File: config.mk
export PLATFORM = sky130hd
export DESIGN_NAME = branch_predictor
export DESIGN_NICKNAME = d
export VERILOG_FILES = /design/src/rtl/bp_pkg.sv /design/src/rtl/bp_sat_counter.sv /design/src/rtl/branch_predictor.sv
export SDC_FILE = /design/constraint.sdc
export NUM_CORES = 2
export LEC_CHECK = 0
export CAP_MARGIN = 20
export CORE_AREA = 8 8 602 604
export DETAILED_ROUTE_END_ITERATION = 16
export DIE_AREA = 0 0 610 612
export HOLD_SLACK_MARGIN = 0.1
export PLACE_DENSITY = 0.58
export RECOVER_POWER = 50
export SLEW_MARGIN = 20
export SYNTH_ARGS = -nofsm -noshare
export SYNTH_HDL_FRONTEND = slang
export SYNTH_SLANG_ARGS = --single-unit
File: constraint.sdc
create_clock -name clk_i -period 17 [get_ports clk_i]
set_input_delay 3.4 -clock clk_i [delete_from_list [all_inputs] [get_ports clk_i]]
set_output_delay 3.4 -clock clk_i [all_outputs]
set_load 0.03 [all_outputs]
File: src/rtl/bp_pkg.sv
`default_nettype none
// ============================================================================
// Module      : bp_pkg
// Description : Shared types and constants for the branch predictor: the
//               2-bit PHT counter encoding, the BTB entry layout and the
//               counter reset/allocation values.
// Revision    : 1.0 - initial release
// ============================================================================
package bp_pkg;

    // 2-bit saturating branch-direction counter; the MSB is the prediction.
    typedef enum logic [1:0] {
        STRONG_NT = 2'd0,
        WEAK_NT   = 2'd1,
        WEAK_T    = 2'd2,
        STRONG_T  = 2'd3
    } ctr_t;

    // BTB field widths are sized for the widest supported configuration
    // (XLEN <= 64, TAG_W <= 32). Narrower configurations store zero-extended
    // values, so the unused upper flops are constant and trim away.
    localparam int C_BTB_TAG_W    = 32;
    localparam int C_BTB_TARGET_W = 64;

    typedef struct packed {
        logic                      valid;
        logic                      jmp;
        logic [C_BTB_TAG_W-1:0]    tag;
        logic [C_BTB_TARGET_W-1:0] target;
    } btb_entry_t;

    localparam ctr_t       C_CTR_RESET       = WEAK_NT;
    localparam ctr_t       C_CTR_ALLOC_BR    = WEAK_T;
    localparam ctr_t       C_CTR_ALLOC_JMP   = STRONG_T;
    localparam btb_entry_t C_BTB_ENTRY_RESET = '0;

endpackage : bp_pkg
`default_nettype wire

File: src/rtl/bp_sat_counter.sv
`default_nettype none
// ============================================================================
// Module      : bp_sat_counter
// Description : Combinational next-state function of a 2-bit saturating
//               branch counter. An allocation loads weakly-taken (or
//               strongly-taken for jumps); otherwise the counter moves one
//               step toward the resolved outcome and saturates at the ends.
// Revision    : 1.0 - initial release
// ============================================================================
module bp_sat_counter
    import bp_pkg::*;
(
    input  ctr_t cur,
    input  logic taken,
    input  logic alloc,
    input  logic is_jmp,
    output ctr_t next_ctr
);

    // Next counter value for one resolved update
    always_comb begin
        next_ctr = cur;
        if (alloc) begin
            next_ctr = is_jmp ? C_CTR_ALLOC_JMP : C_CTR_ALLOC_BR;
        end else if (taken) begin
            if (cur != STRONG_T) begin
                next_ctr = ctr_t'(cur + 2'd1);
            end
        end else begin
            if (cur != STRONG_NT) begin
                next_ctr = ctr_t'(cur - 2'd1);
            end
        end
    end

endmodule : bp_sat_counter
`default_nettype wire

File: src/rtl/branch_predictor.sv
`default_nettype none
// ============================================================================
// Module      : branch_predictor
// Description : Dynamic fetch-stage branch predictor. A direct-mapped BTB
//               (valid, tag, target, jump flag) supplies the target, and a
//               PHT of 2-bit saturating counters supplies the direction.
//               Lookup is combinational; execute-stage updates are written
//               one per clock with no write-to-read bypass.
//               Optional macro BRANCH_PREDICTOR_GSHARE_EN adds a global
//               history register XOR-ed into the PHT index.
// Revision    : 1.0 - initial release
// ============================================================================
module branch_predictor
    import bp_pkg::*;
#(
    parameter int XLEN  = 32,
    parameter int DEPTH = 64,
    parameter int TAG_W = 8,
    parameter int GHR_W = 6
) (
    input  logic            clk_i,
    input  logic            rst_ni,
    input  logic [XLEN-1:0] fetch_pc_i,
    output logic            pred_taken_o,
    output logic            pred_hit_o,
    output logic [XLEN-1:0] pred_next_pc_o,
    input  logic            upd_valid_i,
    input  logic [XLEN-1:0] upd_pc_i,
    input  logic            upd_taken_i,
    input  logic [XLEN-1:0] upd_target_i,
    input  logic            upd_is_jmp_i
);

    localparam int IDX_W = $clog2(DEPTH);

    btb_entry_t       r_btb [DEPTH];
    ctr_t             r_pht [DEPTH];

    logic [IDX_W-1:0] w_f_idx;
    logic [IDX_W-1:0] w_f_pidx;
    logic [TAG_W-1:0] w_f_tag;
    btb_entry_t       w_f_ent;
    ctr_t             w_f_ctr;
    logic             w_f_hit;

    logic [IDX_W-1:0] w_u_idx;
    logic [IDX_W-1:0] w_u_pidx;
    logic [TAG_W-1:0] w_u_tag;
    logic             w_u_hit;
    logic             w_alloc;
    ctr_t             w_u_ctr_cur;
    ctr_t             w_u_ctr_nxt;
    btb_entry_t       w_u_new_ent;
    logic             w_unused_upd_pc;

    // Word-aligned index and tag; pc[1:0] and bits above the tag are ignored
    assign w_f_idx = fetch_pc_i[IDX_W+1:2];
    assign w_f_tag = fetch_pc_i[IDX_W+2+TAG_W-1:IDX_W+2];
    assign w_u_idx = upd_pc_i[IDX_W+1:2];
    assign w_u_tag = upd_pc_i[IDX_W+2+TAG_W-1:IDX_W+2];

    // Only the index/tag slices of the update PC matter
    assign w_unused_upd_pc = ^upd_pc_i;

`ifdef BRANCH_PREDICTOR_GSHARE_EN
    logic [GHR_W-1:0] r_ghr;

    // PHT index folds in the committed global history (BTB stays PC-indexed)
    assign w_f_pidx = w_f_idx ^ IDX_W'(r_ghr);
    assign w_u_pidx = w_u_idx ^ IDX_W'(r_ghr);

    // Non-speculative history: shift in each resolved conditional outcome
    always_ff @(posedge clk_i or negedge rst_ni) begin
        if (!rst_ni) begin
            r_ghr <= '0;
        end else if (upd_valid_i && !upd_is_jmp_i) begin
            r_ghr <= GHR_W'({r_ghr, upd_taken_i});
        end
    end
`else
    localparam int c_unused_ghr_w = GHR_W;

    assign w_f_pidx = w_f_idx;
    assign w_u_pidx = w_u_idx;
`endif

    // ---------------- lookup (combinational) ----------------
    assign w_f_ent = r_btb[w_f_idx];
    assign w_f_ctr = r_pht[w_f_pidx];
    assign w_f_hit = w_f_ent.valid && (w_f_ent.tag == C_BTB_TAG_W'(w_f_tag));

    assign pred_hit_o     = w_f_hit;
    assign pred_taken_o   = w_f_hit && (w_f_ent.jmp || (w_f_ctr >= WEAK_T));
    assign pred_next_pc_o = pred_taken_o ? XLEN'(w_f_ent.target)
                                         : fetch_pc_i + XLEN'(4);

    // ---------------- update path ----------------
    assign w_u_hit = r_btb[w_u_idx].valid &&
                     (r_btb[w_u_idx].tag == C_BTB_TAG_W'(w_u_tag));
    // An alias (valid entry, other tag) counts as a miss and is replaced
    assign w_alloc     = !w_u_hit && upd_taken_i;
    assign w_u_ctr_cur = r_pht[w_u_pidx];

    assign w_u_new_ent = '{valid:  1'b1,
                           jmp:    upd_is_jmp_i,
                           tag:    C_BTB_TAG_W'(w_u_tag),
                           target: C_BTB_TARGET_W'(upd_target_i)};

    bp_sat_counter u_sat_counter (
        .cur      (w_u_ctr_cur),
        .taken    (upd_taken_i),
        .alloc    (w_alloc),
        .is_jmp   (upd_is_jmp_i),
        .next_ctr (w_u_ctr_nxt)
    );

    // Table write: counter always moves; BTB written only on taken outcomes
    always_ff @(posedge clk_i or negedge rst_ni) begin
        if (!rst_ni) begin
            for (int i = 0; i < DEPTH; i++) begin
                r_btb[i] <= C_BTB_ENTRY_RESET;
                r_pht[i] <= C_CTR_RESET;
            end
        end else if (upd_valid_i) begin
            r_pht[w_u_pidx] <= w_u_ctr_nxt;
            if (upd_taken_i) begin
                r_btb[w_u_idx] <= w_u_new_ent;
            end
        end
    end

endmodule : branch_predictor
`default_nettype wire

* Word-level counts from Yosys, hierarchy flattened
Cells that the tools add are included.
** Word-level totals
- Logic and storage cells :: 365
- Latch bits :: 0
- Memory bits (writable) :: 0
- Memories kept :: 0
- Input port bits :: 101
- Output and inout bits :: 34
- ROM bits :: 0
- Bits in registers :: 6400
** Operators by class
- Bitwise operators :: 2
- Add/sub/neg operators :: 3
- Multipliers :: 0
- Div/mod/pow operators :: 0
- Shift operators :: 0
- Equal/unequal tests :: 3
- $lt $le $gt $ge :: 4
- Multiplexer cells :: 24
- Reduce and logical (&&, ||, !) cells :: 9
** Operators by type and width (count)
- 6272-bit bitwise mux :: 1
- 98-bit binary-select mux with 6-bit select :: 2
- 98-bit demux with 6-bit select :: 1
- 98-bit 2-to-1 mux :: 5
- 128-bit bitwise mux :: 1
- 32-bit by 8-bit == test with 1-bit output :: 2
- 32-bit by 3-bit adder with 32-bit output, second input constant :: 1
- 32-bit 2-to-1 mux :: 1
- 2-bit binary-select mux with 6-bit select :: 2
- 2-bit 2-to-1 mux :: 9
- 7-bit >= comparator, second input constant :: 2
- 6-bit inverter with 7-bit output :: 2
- 2-bit demux with 6-bit select :: 1
- 7-bit by 1-bit < comparator with 1-bit output, second input constant :: 1
- 1-bit logical AND :: 5
- 2-bit by 1-bit adder with 2-bit output, second input constant :: 1
- 2-bit >= comparator, second input constant :: 1
- 2-bit inequality test, second input constant :: 1
- 2-bit AND reduction :: 1
- 2-bit nonzero test :: 1
- 2-bit by 1-bit subtractor with 2-bit output, second input constant :: 1
- 1-bit logical NOT :: 1
- 1-bit logical OR :: 1
- 1-bit 2-to-1 mux :: 1

* Depth between registers and ports, before layout
- Depth in word-level cells :: 10
- Depth in mapped cells :: 16
- Gate-level depth less buffers :: 9

* Cells and area by module
From an unflattened synthesis, not the netlist that was laid out.
** Second synthesis, totals
- Cells, all modules :: 8686
- Area total of the unflattened synthesis :: 132947.5 µm²
** By module, submodules not included
- branch_predictor :: cells an instance 8680, instances 1, sequential area each 70547.7 µm², area an instance 132905.0 µm²
- bp_sat_counter :: cells an instance 6, instances 1, sequential area each 0.0 µm², area an instance 42.5 µm²

* Worst setup path after synthesis
No wires, ideal clock.
- Path kind :: input-to-output
- Start point :: input port fetch_pc_i[2]
- End point :: output port pred_next_pc_o[21]
- Cell stages on the path :: 10
- Data required time :: 13600 ps
- Slack :: 6620 ps
- Buffers on the path :: 6
- Data arrival time :: 6980 ps
- Cells stage by stage :: clkbuf_1 -> buf_2 -> buf_2 -> buf_2 -> buf_2 -> buf_1 -> mux4_2 -> mux4_2 -> mux4_2 -> mux2_1
** On the way
- Cells in the longest elaborated chain, start to end :: 8
- Elaborated cells between the ends (all ways) :: 14
- Classes of those cells :: add/sub (1); order compare (1); eq/ne (1); mux (7); bitwise (1); reduce/logical (3)
** Ends and longest elaborated chain
- start: declaration :: line branch_predictor.sv:23 : input logic [XLEN-1:0] fetch_pc_i,
- 6-bit inverter with 7-bit output (not written as such) :: line branch_predictor.sv:88, branch_predictor.sv:89
- 98-bit binary-select mux with 6-bit select or 2-bit binary-select mux with 6-bit select (tied branches) :: line branch_predictor.sv:88, branch_predictor.sv:89
- 98-bit 2-to-1 mux (not written as such) or 2-bit 2-to-1 mux (tied branches) (2 in a row) :: line branch_predictor.sv:88, branch_predictor.sv:89
- 32-bit by 8-bit == test with 1-bit output or 2-bit >= comparator (tied branches) :: line branch_predictor.sv:90, branch_predictor.sv:93
- 1-bit logical AND or 1-bit logical OR (tied branches) :: line branch_predictor.sv:90, branch_predictor.sv:93
- 1-bit logical AND :: line branch_predictor.sv:93 : assign pred_taken_o = w_f_hit && (w_f_ent.jmp || (w_f_ctr >= WEAK_T));
- 32-bit 2-to-1 mux * :: line branch_predictor.sv:94 : assign pred_next_pc_o = pred_taken_o ? XLEN'(w_f_ent.target)
- end: declaration :: line branch_predictor.sv:26 : output logic [XLEN-1:0] pred_next_pc_o,
Every way passes the cells marked *; elsewhere a longest branch is shown, timed or not. The select of a mux whose other input is x is not followed.

* Worst setup path in the final report
- Start point :: input port fetch_pc_i[4]
- End point :: output port pred_next_pc_o[4]
Same word-level chain as after synthesis.

==> reports/metrics.yaml <==
sta:
  skew_ns: 0.0405
  finalSetupTns_ns: 0
  setup_violations: 0
  slew_headroom: -4.00
  rsz0062_at_grt: "false"
  post-route-min-period_ns: 13.16
  worst_pin_slew_ns: 7.50
  timing.final.crit_share: 0.774
  hold_viol: 0
  fin_ws_ns: 3.84
  max_freq_mhz: 76.0
  maxSlewViolCount: 1463
global_route:
  grt-ovfl-total: 0
  gr-usage-all-layers: 0.236
  grt_max_degree: 191
  grt_pass1_vias: 86347
  grt_pass1_wl_mm: 645
  antenna_found_initial: 43
pwr:
  p_leak_nw: 68.2
  power.density_nw_per_um2: 109
  ir_drop_mv: 0.0717
drt:
  top_layer: "met5"
  drt-total-wl_mm: 449
  routed_via_density: 6.10
  final_antenna_net_count: 0
  drc: 0
  drt-met1-wl_mm: 186
  wl_met2_mm: 207
  routed-wl-met3_mm: 33.7
  drtIter0Drc: 7699
  wl_per_cell_um: 33.7
  dr.pass1.iters: 7
  via_count: 81368
job:
  maxCapViolCount: 41
clock_tree:
  clkSinkCount: 2816
  clock_latency_ns: 0.93
  root_buffer: "clkbuf_16"
  cts_max_level: 5
  clkTransAtPathRegs_ns: 0.06
  cts_tree: "done"
  cts_buffers: 310
  clk_path_buf_depth: 4
  cts_resized: 0
  hold_buffers: 0
  post_cts_buffers: 0
critical_path:
  critPathArrivalTime_ns: 9.76
  start_kind: "primary input"
  cp.required_ns: 13.60
  critPathMaxFanout: 37
  endpoint_kind: "output port"
  worstSetupPathType: "in2out"
worst_hold_path:
  hp-class: "reg2reg"
synth:
  synth-edff-count: 0
  synthFlopType: "dfrtp_1"
  yosysSeqAreaShare: 0.529
  syn_area_per_cell_sq_um: 15.3
  synthesis.nets: 8788
  synth-seq-cells: 2816
  async_flop_share: 1.00
  ys_types: 76
  synth_area_sq_um: 133000
  yosysWarnings: 0
  synthCells: 8686
floorplanning:
  dieArea_sq_um: 373000
  coreArea_sq_um: 353000
  die_w_um: 610
  ios: 135
  rows: 219
  start_util: 0.377
  die_y_um: 612
final_layout:
  synthToLayoutAreaGrowth_pct: 11.9
  nets: 8545
  fin_util: 0.422
  drive_gt1_frac: 0.517
outcome:
  violations: "capacitance limit, slew limit"
  status: "complete, but fails checks"
place:
  place.port_buffers: 116
  place_congestion: 0.854
  dp_slack_ns: 4.00
  hpwl_mm: 257
==> cells in the final DEF (no fill, tap or decap), types with 66 or more instances in the layout <==
cell and instances:
mux4_2 899, buf_4 174, clkdlybuf4s50_1 66, mux2_2 2692, nor2_1 140, a21oi_1 66, o21ai_0 94, clkbuf_16 318
mux2i_1 101, a22oi_1 76, nand2_1 237, dfrtp_1 2752, clkbuf_1 108
==> kinds of logic after synthesis <==
family	synth area share
compound gates	0.0267
xor+xnor	0.00270
fa+ha+maj	0.0000939
buf+inv	0.0271
flops	0.529
mux	0.388
simple gates	0.0263
==> cell usage after synthesis (all sizes together) (45+ instances only) <==
cell type | count | area share
o21ai | 98 | 0.0037
buf | 298 | 0.0099
clkbuf | 603 | 0.017
dfstp | 64 | 0.013
mux2 | 2698 | 0.23
a21oi | 67 | 0.0025
mux2i | 101 | 0.0076
nor3 | 45 | 0.0017
a22oi | 77 | 0.0044
dfrtp | 2752 | 0.52
a221oi | 57 | 0.0037
nor2 | 170 | 0.0048
mux4 | 899 | 0.15
nand2 | 248 | 0.0070
a32o | 55 | 0.0041
nand3 | 52 | 0.0020
==> critical path, cell delays in order <==
cell and delay, ns:
buf_8 0.35, buf_4 0.67, buf_4 0.73, mux4_2 0.47, mux4_2 0.56, a21oi_1 0.70
nand4b_1 0.21, buf_4 0.67, mux2i_1 0.94, clkdlybuf4s50_1 0.85
==> power breakdown <==
group          leakage [nW]  switching [mW]  internal [mW]
sequential             38.1           0.324           7.29
clock                  5.01            2.85           3.94
combinational          25.1           0.861          0.913
==> through the flow <==
step / hold slack [ns] / power, mW / instances / instance area, sq um
floorplan: 0.446 / 8.84 / 8686 / 133000
global placement: 0.461 / 9.39 / 12762 / 139000
detailed placement: 0.475 / 9.49 / 12766 / 139000
CTS: 0.491 / 16.3 / 13316 / 149000
global route: 0.504 / 16.8 / 13325 / 149000
finish: 0.493 / 16.2 / 13330 / 149000
==> final cells by class <==
class	count	area (sq um)
antenna	8	20.0
clock buffer	458	9110
clock inverter	92	1060
fill	31446	204000
inverter	8	32.5
multi-input combinational	4961	59500
sequential	2816	70500
tap	4641	5810
timing repair buffer	346	2970
==> per-layer routing <==
| layer | up-vias | track usage |
|---|---|---|
| met5 | - | 0 |
| met4 | 26 | 0.101 |
| met3 | 1041 | 0.0498 |
| met2 | 3391 | 0.372 |
| met1 | 44809 | 0.317 |
| li1 | 32101 | - |
==> state kept, by name, summed over array words and instances, names as in the netlist <==
signal / cells
r_btb: 2688
r_pht: 128
==> path summary, 6_finish.rpt <==
path | startpoint | to | slack, ns | cells past startpoint
worst max-delay path | fetch_pc_i[4] | pred_next_pc_o[4] | 3.84 | 10
worst min-delay path | r_btb[2449] | r_btb[2449] | 0.49 | 1
worst max register to register | r_btb[3989] | r_pht[90] | 12.09 | 9
worst min register to register | r_btb[2449] | r_btb[2449] | 0.49 | 1
max in group asynchronous | rst_ni | r_btb[808] | 4.21 | 4
min in group asynchronous | rst_ni | r_btb[1470] | 5.31 | 1
Power figures use the tool's default switching activity.
